==> config.mk <==
export PLATFORM = sky130hd
export DESIGN_NAME = align_shift_pipe
export DESIGN_NICKNAME = d
export VERILOG_FILES = /design/src/rtl/fp16_pkg.sv /design/src/rtl/shift_levels.sv /design/src/rtl/align_shift_pipe.sv
export SDC_FILE = /design/constraint.sdc
export NUM_CORES = 1
export LEC_CHECK = 0
export ABC_AREA = 1
export CAP_MARGIN = 30
export CORE_MARGIN = 10
export CORE_UTILIZATION = 40
export DETAILED_ROUTE_END_ITERATION = 8
export PLACE_DENSITY = 0.65
export SETUP_SLACK_MARGIN = 0.3
export SKIP_LAST_GASP = 1
export SLEW_MARGIN = 20
export SYNTH_ARGS = -nofsm -noshare
export SYNTH_HDL_FRONTEND = slang
export SYNTH_SLANG_ARGS = --single-unit
==> constraint.sdc <==
create_clock -name clk -period 1.05 [get_ports clk]
set_input_delay 0.21 -clock clk [delete_from_list [all_inputs] [get_ports clk]]
set_output_delay 0.21 -clock clk [all_outputs]
set_load 0.02 [all_outputs]
==> src/rtl/fp16_pkg.sv <==
// fp16_pkg: shared types and constants for the half-precision add/subtract datapath
package fp16_pkg;

  localparam int FP16_MANT_W = 11;

  typedef enum logic [1:0] {
    SHIFT_LSR  = 2'b00,
    SHIFT_ASR  = 2'b01,
    SHIFT_LSL  = 2'b10,
    SHIFT_RSVD = 2'b11
  } shift_mode_e;

endpackage

==> src/rtl/shift_levels.sv <==
// shift_levels: combinational barrel-shifter levels for shamt bits HI..LO (sticky built with ALIGN_SHIFT_STICKY_EN)
module shift_levels
  import fp16_pkg::*;
#(
  parameter int WIDTH = FP16_MANT_W,
  parameter int HI    = 4,
  parameter int LO    = 2
) (
  input  logic [WIDTH-1:0] d_in,
  input  logic [HI-LO:0]   shamt,
  input  shift_mode_e      mode,
  input  logic             sticky_in,
  output logic [WIDTH-1:0] d_out,
  output logic             sticky_out
);

  localparam logic [WIDTH-1:0] ONES = '1;

  logic fill;

`ifdef ALIGN_SHIFT_STICKY_EN
  // apply each enabled power-of-two level; bits falling off the right end feed the sticky
  always_comb begin
    d_out = d_in;
    sticky_out = sticky_in;
    fill = 1'b0;
    for (int k = HI; k >= LO; k--) begin
      if (shamt[k-LO]) begin
        fill = (mode == SHIFT_ASR) && d_out[WIDTH-1];
        sticky_out = sticky_out | ((mode != SHIFT_LSL) && (|(d_out & ~(ONES << (1 << k)))));
        d_out = (mode == SHIFT_LSL) ? d_out << (1 << k)
              : (d_out >> (1 << k)) | ({WIDTH{fill}} & ~(ONES >> (1 << k)));
      end
    end
  end
`else
  logic unused_sticky_in;
  assign unused_sticky_in = sticky_in;
  assign sticky_out = 1'b0;

  // apply each enabled power-of-two level; shifts past the width leave only fill
  always_comb begin
    d_out = d_in;
    fill = 1'b0;
    for (int k = HI; k >= LO; k--) begin
      if (shamt[k-LO]) begin
        fill = (mode == SHIFT_ASR) && d_out[WIDTH-1];
        d_out = (mode == SHIFT_LSL) ? d_out << (1 << k)
              : (d_out >> (1 << k)) | ({WIDTH{fill}} & ~(ONES >> (1 << k)));
      end
    end
  end
`endif

endmodule

==> src/rtl/align_shift_pipe.sv <==
// align_shift_pipe: two-stage valid/ready barrel shifter with right-shift sticky (ALIGN_SHIFT_STICKY_EN)
module align_shift_pipe
  import fp16_pkg::*;
#(
  parameter int WIDTH   = FP16_MANT_W,
  parameter int SHAMT_W = $clog2(WIDTH) + 1
) (
  input  logic               clk,
  input  logic               rst_n,
  input  logic               in_valid,
  output logic               in_ready,
  input  logic [WIDTH-1:0]   in_data,
  input  logic [SHAMT_W-1:0] in_shamt,
  input  logic [1:0]         in_mode,
  output logic               out_valid,
  input  logic               out_ready,
  output logic [WIDTH-1:0]   out_data,
  output logic               out_sticky
);

  localparam int LO_W = SHAMT_W / 2;

  logic              s1_valid;
  logic [WIDTH-1:0]  s1_data;
  logic [LO_W-1:0]   s1_shamt;
  shift_mode_e       s1_mode;
  logic [WIDTH-1:0]  s1_next;
  logic [WIDTH-1:0]  s2_next;
  logic              s1_st_next;
  logic              s2_st_next;
  logic              s1_st_q;
  logic              s1_load;
  logic              s2_load;

  assign s2_load  = !out_valid || out_ready;
  assign s1_load  = !s1_valid || s2_load;
  assign in_ready = s1_load;

  shift_levels #(.WIDTH(WIDTH), .HI(SHAMT_W-1), .LO(LO_W)) u_stage1 (
    .d_in       (in_data),
    .shamt      (in_shamt[SHAMT_W-1:LO_W]),
    .mode       (shift_mode_e'(in_mode)),
    .sticky_in  (1'b0),
    .d_out      (s1_next),
    .sticky_out (s1_st_next)
  );

  shift_levels #(.WIDTH(WIDTH), .HI(LO_W-1), .LO(0)) u_stage2 (
    .d_in       (s1_data),
    .shamt      (s1_shamt),
    .mode       (s1_mode),
    .sticky_in  (s1_st_q),
    .d_out      (s2_next),
    .sticky_out (s2_st_next)
  );

  // stage 1: capture the partially shifted operand whenever the stage is free or advancing
  always_ff @(posedge clk or negedge rst_n) begin
    if (!rst_n) begin
      s1_valid <= 1'b0;
      s1_data  <= '0;
      s1_shamt <= '0;
      s1_mode  <= SHIFT_LSR;
    end else if (s1_load) begin
      s1_valid <= in_valid;
      if (in_valid) begin
        s1_data  <= s1_next;
        s1_shamt <= in_shamt[LO_W-1:0];
        s1_mode  <= shift_mode_e'(in_mode);
      end
    end
  end

  // stage 2: result register, held while the consumer stalls a valid result
  always_ff @(posedge clk or negedge rst_n) begin
    if (!rst_n) begin
      out_valid <= 1'b0;
      out_data  <= '0;
    end else if (s2_load) begin
      out_valid <= s1_valid;
      if (s1_valid) out_data <= s2_next;
    end
  end

`ifdef ALIGN_SHIFT_STICKY_EN
  // sticky bits travel alongside the data through both stages
  always_ff @(posedge clk or negedge rst_n) begin
    if (!rst_n) begin
      s1_st_q    <= 1'b0;
      out_sticky <= 1'b0;
    end else begin
      if (s1_load && in_valid) s1_st_q <= s1_st_next;
      if (s2_load && s1_valid) out_sticky <= s2_st_next;
    end
  end
`else
  logic unused_sticky;
  assign s1_st_q       = 1'b0;
  assign unused_sticky = s1_st_next ^ s2_st_next;
  assign out_sticky    = 1'b0;
`endif

endmodule
==> flow_summary.yaml, run 1 <==
global_routing:
  antenna_found_initial: 0
  grtUsageTotal_pct: 14.7
  overflow: 0
  grt_max_degree: 29
  grt_pass1_vias: 2267
  grt_pass1_wl_mm: 10.3
clock_network:
  clk_path_buf_depth: 2
  cts-htree-levels: 1
  cts_made_buffers: 3
  cts_tree: "done"
  clock-sinks: 28
  clkLatencyLatePin_ps: 290
  cts.hold.buffers_added: 0
  cts_root_buf: "clkbuf_8"
  clkTransAtPathRegs_ps: 110
final_layout:
  area_growth_pct: 78.8
  finalNetCount: 414
  diodes: 0
  fin_cells: 458
  drive_above_1_share_pct: 51.4
synth:
  yosys_warnings: 0
  ys_types: 25
  seq_area_frac_synth_pct: 35.7
  synth_nets: 320
  synth_seq_cells: 28
  synthCells: 298
  syn_avg_cell_area_um2: 6.58
  synth_area_mm2: 0.00196
detailed_routing:
  vias: 2395
  wl_mm: 6.72
  drc: 0
  via_per_inst: 5.23
  drtAntennaViolNets: 0
  first_iter_violations: 170
  wire_per_inst_um: 14.7
  drt_pass1_iterations: 5
timing:
  finalHoldViolations: 0
  fmaxAchievable_mhz: 720
  rsz0062_at_grt: "true"
  finalCriticalPeriod_ps: 1390
  hold_ws_ps: 269
  skew_ps: 9.80
  drv_slew: 0
  setup_ws_ps: -338
  setup_viol: 28
  period_share_pct: 132
placed_design:
  dp_hpwl_mm: 4.18
  gp_congestion: 0.884
  place_ws_ps: -572
  io_buffers: 34
  placed_cells: 435
critical_path:
  critPathArrivalTime_ps: 1580
  cp.required_ps: 1250
  worstSetupEndpoint: "out_data[1]$_DFFE_PN0P_"
  worstReg2RegEnd: "out_data[1]$_DFFE_PN0P_"
  crit_start: "s1_shamt[1]$_DFFE_PN0P_"
  regToRegSetupSlack_ps: -340
  worstSetupPathType: "flip-flop to flip-flop"
  end_kind: "flip-flop"
  r2r-start: "s1_shamt[1]$_DFFE_PN0P_"
  worstSetupStartpointType: "flip-flop"
  cp_max_fo: 7
  reg2regPathDepth: 6
floorplan:
  rows: 25
  die_area_mm2: 0.00811
  start_util_pct: 41.5
  fp.dieH_um: 90.0
  core_mm2: 0.00472
  boundaryPins: 36
  die_w_um: 90.0
power:
  powerDensity_mw_per_mm2: 1570
  leakage_uw: 0.00165
  power_uw: 5520
  ir_drop_mv: 0.719
run_status:
  violations: "setup timing"
  status: "finished with violations"
job:
  cap_violations: 0
worst_hold_path:
  min_path_type: "input port to asynchronous set/reset pin"
-- layout by cell type, fill, tap and decap left out, drive strengths merged --
master and count:
o211ai 2, conb 1, o31ai 1, clkdlybuf4s50 15
nand2 105, buf 76, dfrtp 28, a31oi 3
o21ai 12, or2 6, a21oi 14, nand3 60
nand4 1, inv 23, dlygate4sd2 5, bufinv 1
nor2 33, clkinvlp 1, clkbuf 4
-- metrics by stage --
| step | cell area (um^2) | utilization, % | setup TNS (ps) |
|---|---|---|---|
| floorplan | 2040 | - | -1290 |
| global placement | 2750 | 58.1 | -13630 |
| detailed placement | 2750 | 58.1 | -13840 |
| CTS | 3160 | 66.9 | -3210 |
| global route | 3510 | 74.3 | -6270 |
| finish | 3510 | 74.3 | -4570 |
-- metal layers --
layer	vias to the layer above	track usage [%]	part of all wire, %
met5	-	0	0
met4	0	4.91	2.5
met3	18	1.91	4.4
met2	99	26.9	53
met1	1117	17.0	40
li1	1161	-	-
-- worst min-delay path by stage --
stage	to	slack (ps)	cells past startpoint
finish	out_data[7]$_DFFE_PN0P_	270	2
global route	out_data[7]$_DFFE_PN0P_	280	2
CTS	out_data[7]$_DFFE_PN0P_	270	2
detailed placement	out_data[6]$_DFFE_PN0P_	460	2
global placement	out_data[7]$_DFFE_PN0P_	460	2
floorplan	out_data[0]$_DFFE_PN0P_	-90	0
-- logic make-up after synthesis --
logic type             Yosys count  share of synthesized area (%)
AOI/OAI and AO/OA               32                           8.93
buffers and inverters           33                           6.82
DFF                             28                           35.7
other                            1                          0.191
and+or+nand+nor                204                           48.3
-- where the power goes --
part	internal, uW	switching [uW]
Sequential	1360	270
Combinational	1460	1550
Clock	511	365
-- area by class of cell --
class	count	area, um^2
Timing Repair Buffer	97	913
Tap cell	67	83.8
Timing Repair inverter	1	7.51
Fill cell	341	1210
Clock buffer	3	41.3
Clock inverter	1	30.0
Multi-Input combinational cell	238	1630
Sequential cell	28	704
Inverter	23	98.8
-- registers in the layout, indices dropped and copies added, names as in the netlist --
name	count
s1_valid	1
s1_shamt	2
s1_mode	2
out_valid	1
out_data	11
s1_data	11
-- critical path, cell delays in order (launching register included) --
cell and delay, ps:
dfrtp_2 460, buf_6 160, buf_4 150, nand3_1 120, nand2_1 120, nand2_1 60
a31oi_1 220
-- cells in the mapped netlist, drive strengths merged --
| cell type | n | area (um^2) |
|---|---|---|
| a31oi | 3 | 18.8 |
| or2 | 6 | 37.5 |
| clkbuf | 5 | 18.8 |
| nand2 | 105 | 407 |
| buf | 5 | 28.8 |
| nand3 | 60 | 338 |
| inv | 23 | 86.3 |
| conb | 1 | 3.75 |
| o211ai | 2 | 15.0 |
| nor2 | 32 | 145 |
| nand4 | 1 | 21.3 |
| o21ai | 12 | 60.1 |
| a21oi | 14 | 73.8 |
| dfrtp | 28 | 701 |
| o31ai | 1 | 7.51 |
-- repair_timing --
| item | CTS | global route |
|---|---|---|
| resized for setup | 154 | 73 |
| setup endpoints to repair | 41 | 41 |
| pin swaps | 25 | 18 |
| buffers inserted | 11 | 5 |
| cloned | 3 | 0 |
Note: power is estimated with default switching activity, not from simulation.
==> inputs of run 2 (changes only) <==
--- a/config.mk
+++ b/config.mk
@@ -7,8 +7,9 @@
 export LEC_CHECK = 0
 export ABC_AREA = 1
 export CAP_MARGIN = 30
-export CORE_MARGIN = 10
+export CORE_MARGIN = 5
 export CORE_UTILIZATION = 40
+export CTS_CLUSTER_SIZE = 30
 export DETAILED_ROUTE_END_ITERATION = 8
 export PLACE_DENSITY = 0.65
 export SETUP_SLACK_MARGIN = 0.3
==> run 2 against run 1 <==
Net effect: the flow still finishes with violations (setup timing); global-route usage increased by 4.8 points; die area decreased by 21%; clock skew decreased by 8.6 ps; clock power decreased by 1%; setup slack improved by 84 ps; combinational power decreased by 2%; sequential cell count unchanged; critical endpoint is now out_data[2]$_DFFE_PN0P_; highest routed layer unchanged.
==> flow_summary.yaml, run 2 (same netlist as run 1, synthesis figures left out) <==
global_routing:
  antenna_found_initial: 0
  grt_pass1_wl_mm: 9.85
  grt_pass1_vias: 2293
  grtUsageTotal_pct: 19.5
  overflow: 0
  grt_max_degree: 29
critical_path:
  crit_chain: "inv_2 -> nor2_4 -> buf_6 -> nand2_2 -> nand3_2 -> nand3_1 -> nand3_2 -> o21ai_1 -> inv_1"
  cp.required_ps: 1230
  end_kind: "flip-flop"
  cp_max_fo: 7
  critPathMaxStageDelay_ps: 450
  crit_top_cell: "nand3_2"
  crit_family: "flip-flops"
  path_buf_inv: 3
  critPathSlowestCell: "dfrtp_2"
  worstSetupStartpointType: "flip-flop"
  worstSetupPathType: "flip-flop to flip-flop"
  critPathArrivalTime_ps: 1490
detailed_routing:
  first_iter_violations: 178
  wire_per_inst_um: 14.0
  drt_pass1_iterations: 4
  drc: 0
  wl_mm: 6.47
  vias: 2324
  via_per_inst: 5.02
  drtAntennaViolNets: 0
final_layout:
  n_fill_cell: 376
  multi_input_area_mm2: 0.00149
  regArea_um2: 706
  finalNetCount: 419
  diodes: 0
  drive_above_1_share_pct: 48.2
  area_growth_pct: 75.4
  fin_cells: 463
  top_regs: "out_data x11, s1_data x11"
  mostFrequentLayoutCells: "nand2_1 (82), buf_4 (52), nand3_1 (33)"
  final_common_cell: "nand2_1"
job:
  cap_violations: 0
worst_hold_path:
  min_path_type: "input port to asynchronous set/reset pin"
clock_network:
  cts-htree-levels: 1
  clk_path_buf_depth: 2
  clock-sinks: 28
  clkTransAtPathRegs_ps: 100
  cts_root_buf: "clkbuf_8"
  clkLatencyLatePin_ps: 280
  cts_made_buffers: 3
  cts.hold.buffers_added: 0
  cts_tree: "done"
floorplan:
  die_w_um: 80.0
  rows: 25
  start_util_pct: 41.3
  boundaryPins: 36
  fp.dieH_um: 80.0
  core_mm2: 0.00475
  die_area_mm2: 0.00641
placed_design:
  gp_congestion: 0.943
  placed_cells: 431
  io_buffers: 34
  dp_hpwl_mm: 4.00
timing:
  setup_viol: 29
  skew_ps: 1.22
  drv_slew: 0
  hold_ws_ps: 282
  period_share_pct: 124
  setup_ws_ps: -254
  tns_ps: -5170
  fmaxAchievable_mhz: 767
  rsz0062_at_grt: "true"
  finalHoldViolations: 0
  finalCriticalPeriod_ps: 1300
power:
  powerDensity_mw_per_mm2: 1590
  ir_drop_mv: 0.730
  power_uw: 5460
  leakage_uw: 0.00164
run_status:
  status: "finished with violations"
  violations: "setup timing"
[run 2: final cells by class]
| class | instances | area share (%) |
|---|---|---|
| repair inverters | 1 | 0.218 |
| repair buffers | 101 | 28.4 |
| inverters | 23 | 3.02 |
| clock buffers | 3 | 1.20 |
| clock inverters | 1 | 0.873 |
| well taps | 67 | 2.44 |
| flip-flops and latches | 28 | 20.5 |
| multi-input cells | 239 | 43.3 |
[run 2: final timing paths]
path / from / endpoint / slack, ps / depth (start not counted)
max: s1_mode[1]$_DFFE_PN0P_ / out_data[2]$_DFFE_PN0P_ / -250 / 9
min: rst_n / out_data[9]$_DFFE_PN0P_ / 280 / 2
max reg2reg: s1_mode[1]$_DFFE_PN0P_ / out_data[2]$_DFFE_PN0P_ / -250 / 9
min reg2reg: out_data[2]$_DFFE_PN0P_ / out_data[2]$_DFFE_PN0P_ / 520 / 2
max in group asynchronous: rst_n / s1_shamt[1]$_DFFE_PN0P_ / 600 / 2
min in group clk: out_ready / out_valid$_DFFE_PN0P_ / 410 / 4
[run 2: per-stage QoR]
stage	area [um^2]	setup slack, ps	util [%]
4_1_cts	3160	-183	66.6
6_report	3440	-254	72.4
2_1_floorplan	2040	-74.7	-
3_3_place_gp	2720	-569	57.1
5_1_grt	3440	-324	72.4
3_5_place_dp	2720	-565	57.1
[run 2: power breakdown]
group          internal, uW  switching [uW]  total, uW
clock network           511             355        866
logic                  1500            1460       2960
registers              1360             270       1630
total                  3380            2090       5460
[run 2: what timing repair did]
| action | in CTS | in global routing |
|---|---|---|
| pin swaps | 11 | 13 |
| gates resized for setup | 144 | 44 |
| setup endpoints to repair | 41 | 41 |
| cloned | 4 | 1 |
| buffers inserted | 12 | 11 |
[run 2: layer usage]
metal,routed length (um),track usage (%)
met3,311,2.48
met4,279,8.45
met2,3370,36.1
met1,2510,22.0
met5,0,0
==> inputs of run 3 (changes only) <==
==> constraint.sdc (replaced) <==
create_clock -name clk -period 1.05 [get_ports clk]
set_input_delay 0.21 -clock clk [delete_from_list [all_inputs] [get_ports clk]]
set_output_delay 0.21 -clock clk [all_outputs]
set_load 0.005 [all_outputs]
==> run 3 against run 2 <==
Net effect: the run still ends with setup timing left; count of clock-buffer cells in the layout is the same; global-route usage is 0.16 points lower; sequential power decreased by 3%; die area unchanged; register-to-register slack improved by 30 ps; first-iteration DRC count down 24%; clock skew rose by 1.2 ps; sequential share of layout area rose by 1.7 points; routed wire length fell by 9.2%; critical path depth down 1.
==> flow_summary.yaml, run 3 (same netlist as run 1, synthesis figures left out) <==
placed_design:
  io_buffers: 34
  placed_area_mm2: 0.00274
  dp_hpwl_mm: 4.16
  place_ws_ps: -556
  gp_congestion: 0.893
  placed_cells: 432
critical_path:
  path_buf_inv: 1
  regToRegSetupSlack_ps: -220
  critPathArrivalTime_ps: 1490
  crit_family: "simple AND/OR/NAND/NOR gates"
  critPathMaxStageDelay_ps: 460
  critPathSlowestCell: "dfrtp_2"
  worstSetupPathType: "flip-flop to flip-flop"
  cp.required_ps: 1270
  cp_max_fo: 5
  end_kind: "flip-flop"
  crit_chain: "nor2_4 -> buf_6 -> nand2_1 -> nand3_2 -> nand3_1 -> nand3_1 -> nand2_1 -> nand2_1"
  crit_top_cell: "nand2_1"
  reg2regPathDepth: 8
  worstSetupStartpointType: "flip-flop"
  worstReg2RegEnd: "out_data[3]$_DFFE_PN0P_"
  r2r-start: "s1_mode[0]$_DFFE_PN0P_"
clock_network:
  clkLatencyLatePin_ps: 270
  clock-sinks: 28
  clkTransAtPathRegs_ps: 90
  cts_tree: "done"
  cts_root_buf: "clkbuf_8"
  cts-htree-levels: 1
  cts_made_buffers: 3
  clk_path_buf_depth: 2
final_layout:
  drive_above_1_share_pct: 43.9
  final_common_cell: "nand2_1"
  final_area_mm2: 0.00318
  top_regs: "out_data x11, s1_data x11"
  n_fill_cell: 425
  area_growth_pct: 61.9
  diodes: 0
  fin_cells: 450
  finalNetCount: 407
  mostFrequentLayoutCells: "nand2_1 (84), buf_4 (43), nand3_1 (28)"
timing:
  setup_ws_ps: -220
  drv_slew: 0
  rsz0062_at_grt: "true"
  period_share_pct: 121
  fmaxAchievable_mhz: 787
  setup_viol: 27
  skew_ps: 2.44
  finalCriticalPeriod_ps: 1270
  finalHoldViolations: 0
global_routing:
  overflow: 0
  grt_max_degree: 29
  antenna_found_initial: 0
  grt_pass1_wl_mm: 9.97
  grtUsageTotal_pct: 19.3
  grt_pass1_vias: 2226
detailed_routing:
  first_iter_violations: 135
  wire_per_inst_um: 13.1
  drc: 0
  drtAntennaViolNets: 0
  via_per_inst: 4.94
  vias: 2221
  drt_pass1_iterations: 4
  wl_mm: 5.88
floorplan:
  rows: 25
  boundaryPins: 36
  start_util_pct: 41.3
  die_w_um: 80.0
  core_mm2: 0.00475
  die_area_mm2: 0.00641
  fp.dieH_um: 80.0
worst_hold_path:
  min_path_type: "input port to asynchronous set/reset pin"
run_status:
  status: "finished with violations"
  violations: "setup timing"
job:
  cap_violations: 0
power:
  powerDensity_mw_per_mm2: 1400
  ir_drop_mv: 0.874
  leakage_uw: 0.00153
[run 3: cell count changes in the layout (fill, tap and decap cells not counted), moves of 5 or more]
| cell | before | now |
|---|---|---|
| buf_2 | 0 | 11 |
| buf_4 | 52 | 43 |
| buf_6 | 21 | 10 |
| nand3_1 | 33 | 28 |
| nor2_1 | 15 | 24 |
| nor2_2 | 8 | 1 |
[run 3: cell type report]
type / instances / area [um^2] / area share, %
multi-input combinational: 238 / 1470 / 46.2
timing repair buffer: 90 / 776 / 24.4
sequential: 28 / 704 / 22.2
inverter: 23 / 96.3 / 3.03
tap: 67 / 83.8 / 2.64
clock buffer: 3 / 41.3 / 1.30
timing repair inverter: 1 / 7.51 / 0.236
[run 3: where the power goes]
group	switching [uW]	total, uW	internal (uW)
Sequential	220	1580	1360
Clock	331	589	258
Combinational	1150	2270	1110
Total	1710	4430	2730
[run 3: worst max path at each step]
stage | from | end | slack, ps | cells past startpoint
2_1_floorplan | s1_mode[1]$_DFFE_PN0P_ | out_data[9]$_DFFE_PN0P_ | -70 | 9
3_3_place_gp | in_data[10] | s1_data[5]$_DFFE_PN0P_ | -570 | 7
3_5_place_dp | in_data[10] | s1_data[5]$_DFFE_PN0P_ | -560 | 7
4_1_cts | s1_mode[1]$_DFFE_PN0P_ | out_data[2]$_DFFE_PN0P_ | -180 | 9
5_1_grt | s1_mode[1]$_DFFE_PN0P_ | out_data[6]$_DFFE_PN0P_ | -280 | 9
6_report | s1_mode[0]$_DFFE_PN0P_ | out_data[3]$_DFFE_PN0P_ | -220 | 8
[run 3: what timing repair did]
action                                  4_1_cts  5_1_grt
endpoints found under the setup margin       41       41
buffers inserted                              9        3
pin swaps                                    13       10
cloned                                        3        0
hold buffers                                  0        0
gates resized for setup                     106       34
[run 3: metal layers]
layer	wire length (um)	global-route usage [%]	up-vias
met2	2830	33.4	53
met4	42	3.72	0
met5	0	0	-
met1	2720	25.7	1025
li1	-	-	1139
met3	287	2.48	4
[run 3: per-stage QoR]
step	total power [uW]	TNS, ps	util, %	hold slack, ps
after detailed placement	3460	-13010	57.6	468
after global routing	4760	-6020	66.8	294
after global placement	3440	-12350	57.6	465
final	4430	-3920	66.8	282
after floorplan	2570	-570	-	-85.6
after CTS	4230	-3620	63.6	286
